--- src/rtl/mul32_seq_ctrl_pkg.sv ---
// -----------------------------------------------------------------------------
// mul_pkg
// Shared types and constants for the sequential 32xB_W multiplier.
//   state_t  : controller states IDLE / RUN / DONE
//   SLICE_W  : width of the multiplier slice fed to MUL_32bit each cycle
//   A_W      : multiplicand width
//   MUL_PP_W : width of the MUL_32bit partial product (A_W + SLICE_W)
//   slice_idx_w() : width of a counter that indexes NSLICE slices
// -----------------------------------------------------------------------------
package mul_pkg;

   typedef enum logic [1:0] {
      IDLE = 2'd0,
      RUN  = 2'd1,
      DONE = 2'd2
   } state_t;

   localparam int SLICE_W  = 8;
   localparam int A_W      = 32;
   localparam int MUL_PP_W = A_W + SLICE_W;  // 40

   // A one-slice multiplier still needs a 1-bit counter to stay a legal vector.
   function automatic int slice_idx_w(input int nslice);
      return (nslice > 1) ? $clog2(nslice) : 1;
   endfunction

endpackage

--- src/rtl/mul32_seq_ctrl_if.sv ---
// -----------------------------------------------------------------------------
// mul32_seq_ctrl_if
// Operand/result handshake bundle of the sequential multiplier.
//   in_valid/in_ready   : operand handshake, a (32b) and b (B_W b)
//   out_valid/out_ready : result handshake, p (32+B_W b)
//   busy                : multiplier is iterating over slices
// master : the block feeding operands and taking results
// slave  : the multiplier controller
// -----------------------------------------------------------------------------
interface mul32_seq_ctrl_if
   import mul_pkg::*;
#(
   parameter int B_W = 32
);

   logic                 in_valid;
   logic                 in_ready;
   logic [A_W-1:0]       a;
   logic [B_W-1:0]       b;
   logic                 out_valid;
   logic                 out_ready;
   logic [A_W+B_W-1:0]   p;
   logic                 busy;

   modport master (
      output in_valid, a, b, out_ready,
      input  in_ready, out_valid, p, busy
   );

   modport slave (
      input  in_valid, a, b, out_ready,
      output in_ready, out_valid, p, busy
   );

endinterface

--- src/rtl/mul32_seq_ctrl_mul.sv ---
// -----------------------------------------------------------------------------
// MUL_32bit
// Combinational unsigned 32x8 array multiplier.
//   A : 32-bit multiplicand
//   B : 8-bit multiplier slice
//   Y : 40-bit product A*B
// Each array row adds the multiplicand, shifted to its bit position, when the
// corresponding multiplier bit is set; the last row is the product.
// -----------------------------------------------------------------------------
module MUL_32bit
   import mul_pkg::*;
(
   input  logic [A_W-1:0]      A,
   input  logic [SLICE_W-1:0]  B,
   output logic [MUL_PP_W-1:0] Y
);

   logic [MUL_PP_W-1:0] row [SLICE_W];

   assign row[0] = B[0] ? MUL_PP_W'(A) : '0;

   for (genvar i = 1; i < SLICE_W; i++) begin : g_row
      logic [MUL_PP_W-1:0] addend;
      assign addend = B[i] ? (MUL_PP_W'(A) << i) : '0;
      assign row[i] = row[i-1] + addend;
   end

   assign Y = row[SLICE_W-1];

endmodule

--- src/rtl/mul32_seq_ctrl.sv ---
// -----------------------------------------------------------------------------
// mul32_seq_ctrl
// Sequential unsigned 32 x B_W multiplier built around one MUL_32bit.
//   clk   : rising-edge clock
//   rst_n : asynchronous active-low reset
//   bus   : slave side of mul32_seq_ctrl_if
//           in_valid/in_ready/a/b   operand handshake
//           out_valid/out_ready/p   result handshake
//           busy                    high while in RUN
// Operands are captured in IDLE. RUN feeds one 8-bit slice of b per cycle to
// MUL_32bit and accumulates the shifted partial product; it stops after the
// last slice or as soon as the remaining upper slices of b are all zero. DONE
// presents the product until the consumer accepts it.
// -----------------------------------------------------------------------------
module mul32_seq_ctrl
   import mul_pkg::*;
#(
   parameter int B_W = 32
) (
   input  logic               clk,
   input  logic               rst_n,
   mul32_seq_ctrl_if.slave    bus
);

   localparam int NSLICE = B_W / SLICE_W;
   localparam int P_W    = A_W + B_W;
   localparam int K_W    = slice_idx_w(NSLICE);

   state_t              state_q, state_d;
   logic [A_W-1:0]      a_q;
   logic [B_W-1:0]      b_q;
   logic [P_W-1:0]      acc_q;
   logic [P_W-1:0]      p_q;
   logic [K_W-1:0]      k_q;
   logic                init_q;

   logic                in_ready_s;
   logic                accept;
   logic                out_hs;
   logic [SLICE_W-1:0]  slice;
   logic [MUL_PP_W-1:0] pp;
   logic [P_W-1:0]      pp_shifted;
   logic [P_W-1:0]      acc_sum;
   logic [B_W-1:0]      b_rest;
   logic                last_slice;

   // ---------------------------------------------------------------- datapath
   assign slice = SLICE_W'(b_q >> (SLICE_W * int'(k_q)));

   MUL_32bit u_mul (
      .A (a_q),
      .B (slice),
      .Y (pp)
   );

   assign pp_shifted = P_W'(pp) << (SLICE_W * int'(k_q));
   assign acc_sum    = acc_q + pp_shifted;

   // Slices above the current one; once they are all zero the product is final.
   assign b_rest     = b_q >> (SLICE_W * (int'(k_q) + 1));
   assign last_slice = (k_q == K_W'(NSLICE - 1)) || (b_rest == '0);

   // --------------------------------------------------------------- handshake
   // in_ready stays low until the first clock edge after reset release.
   assign in_ready_s = init_q && (state_q == IDLE);
   assign accept     = bus.in_valid && in_ready_s;
   assign out_hs     = (state_q == DONE) && bus.out_ready;

   assign bus.in_ready  = in_ready_s;
   assign bus.out_valid = (state_q == DONE);
   assign bus.busy      = (state_q == RUN);
   assign bus.p         = p_q;

   // ------------------------------------------------------------- next state
   always_comb begin
      // NOTE: every output of a combinational block gets a default first so no
      // path leaves it unassigned and a latch cannot be inferred.
      state_d = state_q;
      unique case (state_q)
         IDLE:    if (accept)     state_d = RUN;
         RUN:     if (last_slice) state_d = DONE;
         DONE:    if (out_hs)     state_d = IDLE;
         default:                 state_d = IDLE;
      endcase
   end

   // -------------------------------------------------------------- registers
   // NOTE: clocked state uses non-blocking assignments so every register
   // samples the pre-edge values, independent of statement order.
   always_ff @(posedge clk or negedge rst_n) begin
      if (!rst_n) begin
         state_q <= IDLE;
         a_q     <= '0;
         b_q     <= '0;
         acc_q   <= '0;
         p_q     <= '0;
         k_q     <= '0;
         init_q  <= 1'b0;
      end else begin
         state_q <= state_d;
         init_q  <= 1'b1;
         unique case (state_q)
            IDLE: begin
               if (accept) begin
                  a_q   <= bus.a;
                  b_q   <= bus.b;
                  acc_q <= '0;
                  k_q   <= '0;
               end
            end
            RUN: begin
               acc_q <= acc_sum;
               // p only changes when a new product completes, so the previous
               // result stays visible through the next IDLE and RUN.
               if (last_slice) p_q <= acc_sum;
               else            k_q <= k_q + 1'b1;
            end
            default: ;
         endcase
      end
   end

endmodule

--- src/flat_wrapper.sv ---
// flat-port wrapper written by rule: the top's interface ports become plain ports
module mul32_seq_ctrl_flat import mul_pkg::*;
#(
   parameter int B_W = 32
)
  (clk, rst_n, bus_in_valid, bus_a, bus_b, bus_out_ready, bus_in_ready, bus_out_valid, bus_p, bus_busy);
  mul32_seq_ctrl_if #(.B_W(B_W)) bus_i ();
  input  logic clk;
  input  logic rst_n;
  input wire logic [$bits(bus_i.in_valid)-1:0] bus_in_valid;
  input wire logic [$bits(bus_i.a)-1:0] bus_a;
  input wire logic [$bits(bus_i.b)-1:0] bus_b;
  input wire logic [$bits(bus_i.out_ready)-1:0] bus_out_ready;
  output wire logic [$bits(bus_i.in_ready)-1:0] bus_in_ready;
  output wire logic [$bits(bus_i.out_valid)-1:0] bus_out_valid;
  output wire logic [$bits(bus_i.p)-1:0] bus_p;
  output wire logic [$bits(bus_i.busy)-1:0] bus_busy;
  assign bus_i.in_valid = bus_in_valid;
  assign bus_i.a = bus_a;
  assign bus_i.b = bus_b;
  assign bus_i.out_ready = bus_out_ready;
  assign bus_in_ready = bus_i.in_ready;
  assign bus_out_valid = bus_i.out_valid;
  assign bus_p = bus_i.p;
  assign bus_busy = bus_i.busy;
  mul32_seq_ctrl #(.B_W(B_W)) u_core (.clk(clk), .rst_n(rst_n), .bus(bus_i));
endmodule
--- config.mk ---
export PLATFORM = sky130hd
export DESIGN_NAME = mul32_seq_ctrl_flat
export DESIGN_NICKNAME = d
export VERILOG_FILES = /design/src/rtl/mul32_seq_ctrl_pkg.sv /design/src/rtl/mul32_seq_ctrl_if.sv /design/src/rtl/mul32_seq_ctrl_mul.sv /design/src/rtl/mul32_seq_ctrl.sv /design/src/flat_wrapper.sv
export SDC_FILE = /design/constraint.sdc
export NUM_CORES = 1
export LEC_CHECK = 0
export ABC_AREA = 1
export CAP_MARGIN = 20
export CORE_MARGIN = 3
export CORE_UTILIZATION = 35
export DETAILED_ROUTE_END_ITERATION = 8
export PLACE_DENSITY = 0.5
export SYNTH_ARGS = -nofsm -noshare
export SYNTH_HDL_FRONTEND = slang
export SYNTH_SLANG_ARGS = --single-unit
--- constraint.sdc ---
create_clock -name clk -period 9.6 [get_ports clk]
set_clock_uncertainty 0.2 [all_clocks]
set_input_delay 1.92 -clock clk [delete_from_list [all_inputs] [get_ports clk]]
set_output_delay 1.92 -clock clk [all_outputs]
set_load 0.02 [all_outputs]
==> impl_metrics.csv, run 1 <==
group,metric,value,unit
layout,fillers,6152,
synth,syn_avg_cell_area,7.14,µm²
die,rows,88,
synth,ys_ff_latch,197,
setup_path,crit_buf_inv,5,
sta,timing.final.ws_setup,0.719,ns
synth,netlist_area,0.0205,mm²
sta,hold_viol,0,
sta,slew_headroom,40.6,%
sta,drv_slew,0,
sta,hold_slack,0.283,ns
layout,area.growth.synth_to_final,13.5,%
clock_network,post-cts-setup-buffers,0,
setup_path,rr_worst_depth,31,
global_routing,grt_max_degree,97,
sta,finalCritPeriodShare,92.5,%
place,place.detailed.hpwl,57600,µm
clock_network,cts_buffers,17,
global_routing,track_usage,23.7,%
setup_path,critPathKind,"flop to flop",
setup_path,worstSetupPathDepth,31,
synth,syn-num-nets,3240,
layout,final_nets,3330,
global_routing,grt-ovfl-total,0,
sta,final.min_clock_period,8.88,ns
detailed_routing,first_pass_iters,6,
die,start_util,35.4,%
clock_network,cts_root_buffer,"clkbuf_16",
die,fp.dieH,248,µm
global_routing,grt_pass1_vias,19799,
clock_network,clk_pin_slew,0.09,ns
synth,yosysSeqAreaShare,24.1,%
setup_path,critPathMaxFanout,20,
detailed_routing,drt_iter0_drc,1114,
min_path,hold_class,"flop to flop",
setup_path,critical_path.slowest_cell,"nor3_1",
setup_path,start_kind,"flop",
place,dp_worst_setup_slack,0.900,ns
clock_network,clk_latency,0.50,ns
setup_path,end_kind,"flop",
global_routing,antenna_found_initial,0,
layout,multiInputGateArea,0.0137,mm²
layout,most-common-layout-cells,"714 x nand2_1, 414 x inv_1, 370 x nor2_1",
setup_path,cp_top_family,"adder cells",
setup_path,arrival,9.09,ns
die,dieWidth,248,µm
detailed_routing,ant_nets,0,
run,cap_violations,0,
clock_network,clk_path_buf_depth,2,
die,ioPinCount,135,
sta,rsz0062_at_grt,"no",
clock_network,cts_tree,"done",
synth,synth_cell_types,40,
clock_network,htreeDepth,4,
layout,drive_above_1_share,2.86,%
global_routing,grt_pass1_wl,112000,µm
min_path,hold_depth,2,
layout,seq_area,0.00493,mm²
sta,max_freq,113,MHz
synth,synth_warnings,0,
detailed_routing,wirelength,69800,µm
layout,final_common_cell,"nand2_1",
sta,worstMarginPinSlew,0.890,ns
die,dieArea,0.0615,mm²
place,port_buffers,134,
detailed_routing,vias_per_cell,5.10,
detailed_routing,avgRoutedWirePerCell,18.7,µm
sta,tns,0,ns
layout,antenna_cells,0,
setup_path,crit_required,9.81,ns
place,gp_congestion,0.985,
setup_path,cpPeakStageDelay,0.56,ns
clock_network,cts.sinks,197,
clock_network,post_cts_resized,0,
die,core,0.0578,mm²
sta,setup_violations,0,
layout,utilization,40.2,%
synth,synth_cells,2870,
clock_network,postCtsHoldBufs,0,
detailed_routing,drc,0,
status,status,"finished, final reports clean",
detailed_routing,via_count,19053,
## metal layers
| layer | part of all wire (%) | up-vias | track usage (%) |
|---|---|---|---|
| met3 | 3.7 | 76 | 2.74 |
| met4 | 2.7 | 0 | 7.35 |
| met1 | 47 | 9293 | 32.5 |
| met2 | 47 | 406 | 39.0 |
| met5 | 0 | - | 0 |
| li1 | - | 9278 | - |
## metrics by stage
stage / area (µm²) / std cells
after global placement: 22600 / 3705
after global routing: 23200 / 3738
final: 23200 / 3738
after floorplan: 20500 / 2870
after CTS: 23200 / 3738
after detailed placement: 22600 / 3706
## synthesized netlist by cell type
cell type | n | share of area [%]
a211oi_1 | 3 | 0.11
nor4_1 | 8 | 0.24
and2_1 | 2 | 0.061
nand2_1 | 714 | 13
o2111ai_1 | 2 | 0.086
o21a_1 | 9 | 0.33
fa_1 | 183 | 18
nand3_1 | 170 | 4.2
nor2_1 | 371 | 6.8
o31ai_1 | 2 | 0.073
a31oi_1 | 13 | 0.40
nor3_1 | 22 | 0.54
conb_1 | 1 | 0.018
a21oi_4 | 1 | 0.079
inv_2 | 4 | 0.073
ha_1 | 119 | 7.3
inv_1 | 415 | 7.6
and3_1 | 2 | 0.061
buf_2 | 13 | 0.32
mux2i_1 | 1 | 0.049
a21o_1 | 17 | 0.62
o21ai_1 | 47 | 1.1
buf_1 | 12 | 0.22
xor2_1 | 34 | 1.5
clkbuf_1 | 61 | 1.1
o21bai_1 | 15 | 0.55
buf_6 | 1 | 0.055
nand3b_1 | 11 | 0.40
a31o_2 | 1 | 0.043
o21ai_0 | 216 | 5.3
xnor2_1 | 20 | 0.86
o211ai_1 | 19 | 0.70
or2_2 | 13 | 0.40
a21oi_1 | 133 | 3.3
nor3b_1 | 1 | 0.037
o311ai_0 | 1 | 0.043
a21boi_0 | 3 | 0.11
nand4_1 | 12 | 0.37
dfrtp_1 | 197 | 24
a22o_1 | 1 | 0.043
## final cells by class
type	instances	share of cell area [%]
well taps	765	4.12
repair buffers	158	6.55
flip-flops and latches	197	21.2
clock buffers	19	1.95
multi-input cells	2167	58.7
inverters	419	6.77
clock inverters	13	0.662
## state kept, by name (all words and copies together), names as in the netlist
signal          flops
u_core.bus.p       64
u_core.acc_q       64
u_core.init_q       1
u_core.b_q         32
u_core.a_q         32
u_core.state_q      2
u_core.k_q          2
## worst reg2reg max path: cells and delay by family (launching register included)
kind | cells | cell delay (ns)
AOI/OAI and AO/OA | 9 | 1.92
xor gates and xnor gates | 1 | 0.30
adders and majority gates | 6 | 2.85
buffers and inverters | 5 | 0.96
DFF | 1 | 0.53
and+or+nand+nor | 10 | 2.02
## kinds of logic (layout without fill, tap and decap cells)
| kind of cell | count (synthesis) | in the layout | synth area share, % |
|---|---|---|---|
| adders and majority gates | 302 | 302 | 25.2 |
| DFF | 197 | 197 | 24.1 |
| AOI/OAI and AO/OA | 483 | 483 | 12.9 |
| buffers and inverters | 506 | 609 | 9.39 |
| and+or+nand+nor | 1326 | 1326 | 26.1 |
| other | 1 | 1 | 0.0183 |
| xor gates and xnor gates | 54 | 54 | 2.31 |
| muxes | 1 | 1 | 0.0489 |
## final timing paths
check                                   end  slack [ns]              from
max                        u_core.bus.p[52]        0.72     u_core.k_q[0]
min                        u_core.bus.p[38]        0.28  u_core.bus.p[38]
max reg2reg                u_core.bus.p[52]        0.72     u_core.k_q[0]
min reg2reg                u_core.bus.p[38]        0.28  u_core.bus.p[38]
max in group asynchronous  u_core.acc_q[46]        6.56             rst_n
min in group asynchronous     u_core.b_q[4]        1.28             rst_n
Power of run 1 is left out: the tool's default activity adds up to more than one toggle a clock period on the data nets, which glitch-free logic cannot reach.
==> run 2: changes to the inputs <==
--- a/config.mk
+++ b/config.mk
@@ -5,7 +5,6 @@
 export SDC_FILE = /design/constraint.sdc
 export NUM_CORES = 1
 export LEC_CHECK = 0
-export ABC_AREA = 1
 export CAP_MARGIN = 20
 export CORE_MARGIN = 3
 export CORE_UTILIZATION = 35
==> run 2 against run 1 <==
  * Via count shrank 17%
  * Hold slack gained 0.0038 ns
  * Final cell count fell by 19%
  * Die area decreased by 3.8%
  * Synthesized area decreased by 3.9%
  * Sequential cell count stayed put
  * Worst setup slack lost 0.32 ns
  * Fmax fell by 3.5%
  * Critical endpoint is now u_core.bus.p[62]
==> impl_metrics.csv, run 2 <==
group,metric,value,unit
setup_path,timing.rr.start,"u_core.k_q[0]",
layout,area.growth.synth_to_final,16.2,%
detailed_routing,ant_nets,0,
setup_path,end_kind,"flop",
synth,ys_ff_latch,197,
layout,drive_above_1_share,9.75,%
die,dieWidth,243,µm
sta,drv_slew,0,
sta,hold_viol,0,
global_routing,grt_max_degree,99,
layout,final_common_cell,"nand2_1",
clock_network,cts.sinks,197,
synth,yosysMostFrequentCell,"nand2_1",
min_path,hold_class,"flop to flop",
clock_network,cts_root_buffer,"clkbuf_16",
min_path,hold_start,"u_core.bus.p[5]",
global_routing,grt_pass1_wl,93800,µm
synth,synth_cell_types,68,
setup_path,crit_required,9.75,ns
place,port_buffers,134,
layout,fin_area,0.0229,mm²
synth,syn_avg_cell_area,9.07,µm²
detailed_routing,wirelength,58800,µm
synth,synth_warnings,0,
min_path,hold_depth,2,
synth,synth_ff_type,"dfrtp_1",
setup_path,r2r_end,"u_core.bus.p[62]",
clock_network,clk_path_buf_depth,2,
detailed_routing,drc,0,
sta,worstMarginPinSlew,0.922,ns
layout,antenna_cells,0,
place,post_dp_cell_area,0.0218,mm²
clock_network,cts_tree,"done",
detailed_routing,drt_iter0_drc,964,
synth,async_reset_ff_share,100,%
synth,synth_cells,2169,
layout,final_nets,2645,
detailed_routing,avgRoutedWirePerCell,19.4,µm
synth,yosysSeqAreaShare,25.1,%
setup_path,critPathMaxFanout,7,
setup_path,cp_top_family,"compound AO/OA/AOI/OAI gates",
global_routing,grt_pass1_vias,16637,
global_routing,track_usage,20.0,%
setup_path,path_common_cell,"fa_1",
synth,netlist_area,0.0197,mm²
sta,slew_headroom,38.3,%
setup_path,critical_path.slowest_cell,"mux4_2",
sta,setup_violations,0,
sta,max_freq,109,MHz
synth,synthTopCellsByArea,"dfrtp_1 25%, fa_1 19%, ha_1 7.6%",
global_routing,grt-ovfl-total,0,
die,dieArea,0.0591,mm²
setup_path,start_kind,"flop",
die,ioPinCount,135,
detailed_routing,vias_per_cell,5.21,
synth,ys_top_cells_by_count,"229 x nand2_1, 197 x dfrtp_1, 192 x and2_1, 190 x o21ai_0, 183 x fa_1",
place,place.detailed.hpwl,44200,µm
setup_path,worstSetupPathDepth,34,
clock_network,postCtsHoldBufs,0,
clock_network,cts_buffers,17,
sta,final.min_clock_period,9.20,ns
layout,most-common-layout-cells,"228 x nand2_1, 195 x dfrtp_1, 192 x and2_1",
setup_path,reg2reg_slack,0.40,ns
die,start_util,35.5,%
die,fp.dieH,243,µm
synth,syn-num-nets,2539,
place,gp_congestion,0.890,
detailed_routing,first_pass_iters,5,
setup_path,cpPeakStageDelay,0.64,ns
detailed_routing,via_count,15814,
synth,synth_top_area_share,25.1,%
sta,finalCritPeriodShare,95.9,%
synth,yosys.area.top_type,"dfrtp_1",
clock_network,htreeDepth,4,
die,rows,86,
clock_network,clk_pin_slew,0.08,ns
clock_network,clk_latency,0.50,ns
global_routing,antenna_found_initial,0,
setup_path,arrival,9.35,ns
setup_path,critPathKind,"flop to flop",
min_path,whs_endpoint,"u_core.bus.p[5]",
synth,synth_edf_count,0,
die,core,0.0554,mm²
run,cap_violations,0,
sta,hold_slack,0.287,ns
status,status,"finished, final reports clean",
setup_path,crit_buf_inv,4,
setup_path,rr_worst_depth,34,
-- run 2: cell count changes after synthesis, sizes merged, moves of 15 or more --
| cell | previous run | this run |
|---|---|---|
| nand3 | 170 | 86 |
| buf | 26 | 10 |
| clkbuf | 61 | 107 |
| xor2 | 34 | 50 |
| and2 | 2 | 192 |
| o211ai | 19 | 4 |
| nand2 | 714 | 229 |
| inv | 419 | 171 |
| o21ai | 263 | 191 |
| a21o | 17 | 63 |
| mux2i | 1 | 22 |
| xnor2 | 20 | 45 |
| nor2 | 371 | 76 |
| mux2 | 0 | 71 |
-- run 2: final cells by class --
class	instances	area (µm²)
multi-input combinational	1689	13900
clock buffer	20	437
tap	748	936
fill	5492	32500
timing repair buffer	199	1860
clock inverter	12	126
inverter	171	642
sequential	197	4930
-- run 2: metal layers --
metal	share of wire (%)	global-route usage [%]	wire, µm	vias to the layer above
li1	-	-	-	7570
met3	3.6	3.49	2090	66
met1	48	28.0	28000	7871
met4	2.1	5.04	1220	0
met5	0	0	0	-
met2	47	32.2	27500	307
-- run 2: cells by family (layout without fill, tap and decap cells) --
kind of cell             Yosys count  count (layout)  synth area share [%]
AND/OR/NAND/NOR                  685             685                  17.4
AO/OA/AOI/OAI                    499             499                  15.4
adder cells (fa/ha/maj)          302             302                  26.2
buffers and inverters            288             402                  5.49
flip-flops                       197             197                  25.1
multiplexers                     102             107                  6.21
XOR/XNOR                          95              95                  4.23
other                              1               1                0.0191
-- run 2: timing repair --
action                     in CTS  in global routing
setup endpoints to repair       2                 41
hold endpoints to repair        0                  0
setup buffers                   5                 21
pin swaps                       0                  8
gates resized for setup         1                 39
cloned                          1                  4
-- run 2: how the worst max path moves through the flow --
stage	start	end	slack [ns]
final	u_core.k_q[0]	u_core.bus.p[62]	0.40
after global routing	u_core.k_q[0]	u_core.bus.p[63]	-0.05
after CTS	u_core.k_q[0]	u_core.bus.p[63]	0.01
after detailed placement	u_core.k_q[0]	u_core.acc_q[63]	-0.03
after global placement	u_core.k_q[0]	u_core.bus.p[63]	-0.002
after floorplan	u_core.k_q[0]	u_core.acc_q[56]	0.63
-- run 2: worst reg2reg max path, delay by kind of cell (launching register included) --
| family | cells | cell delay (ns) |
|---|---|---|
| adders and majority gates | 6 | 2.65 |
| xor gates and xnor gates | 2 | 0.32 |
| buffers and inverters | 4 | 0.48 |
| muxes | 2 | 1.15 |
| and+or+nand+nor | 1 | 0.23 |
| DFF | 1 | 0.43 |
| AOI/OAI and AO/OA | 19 | 3.58 |
-- run 2: through the flow --
stage               cells  util (%)  TNS [ns]  setup WS (ns)
floorplan            2169         -         0          0.627
global placement     2973      39.4  -0.00263       -0.00160
detailed placement   2973      39.4   -0.0565        -0.0313
CTS                  3011      40.5         0         0.0104
global route         3036      41.3    -0.182        -0.0536
finish               3036      41.3         0          0.396
Power of run 2 is left out for the same reason.
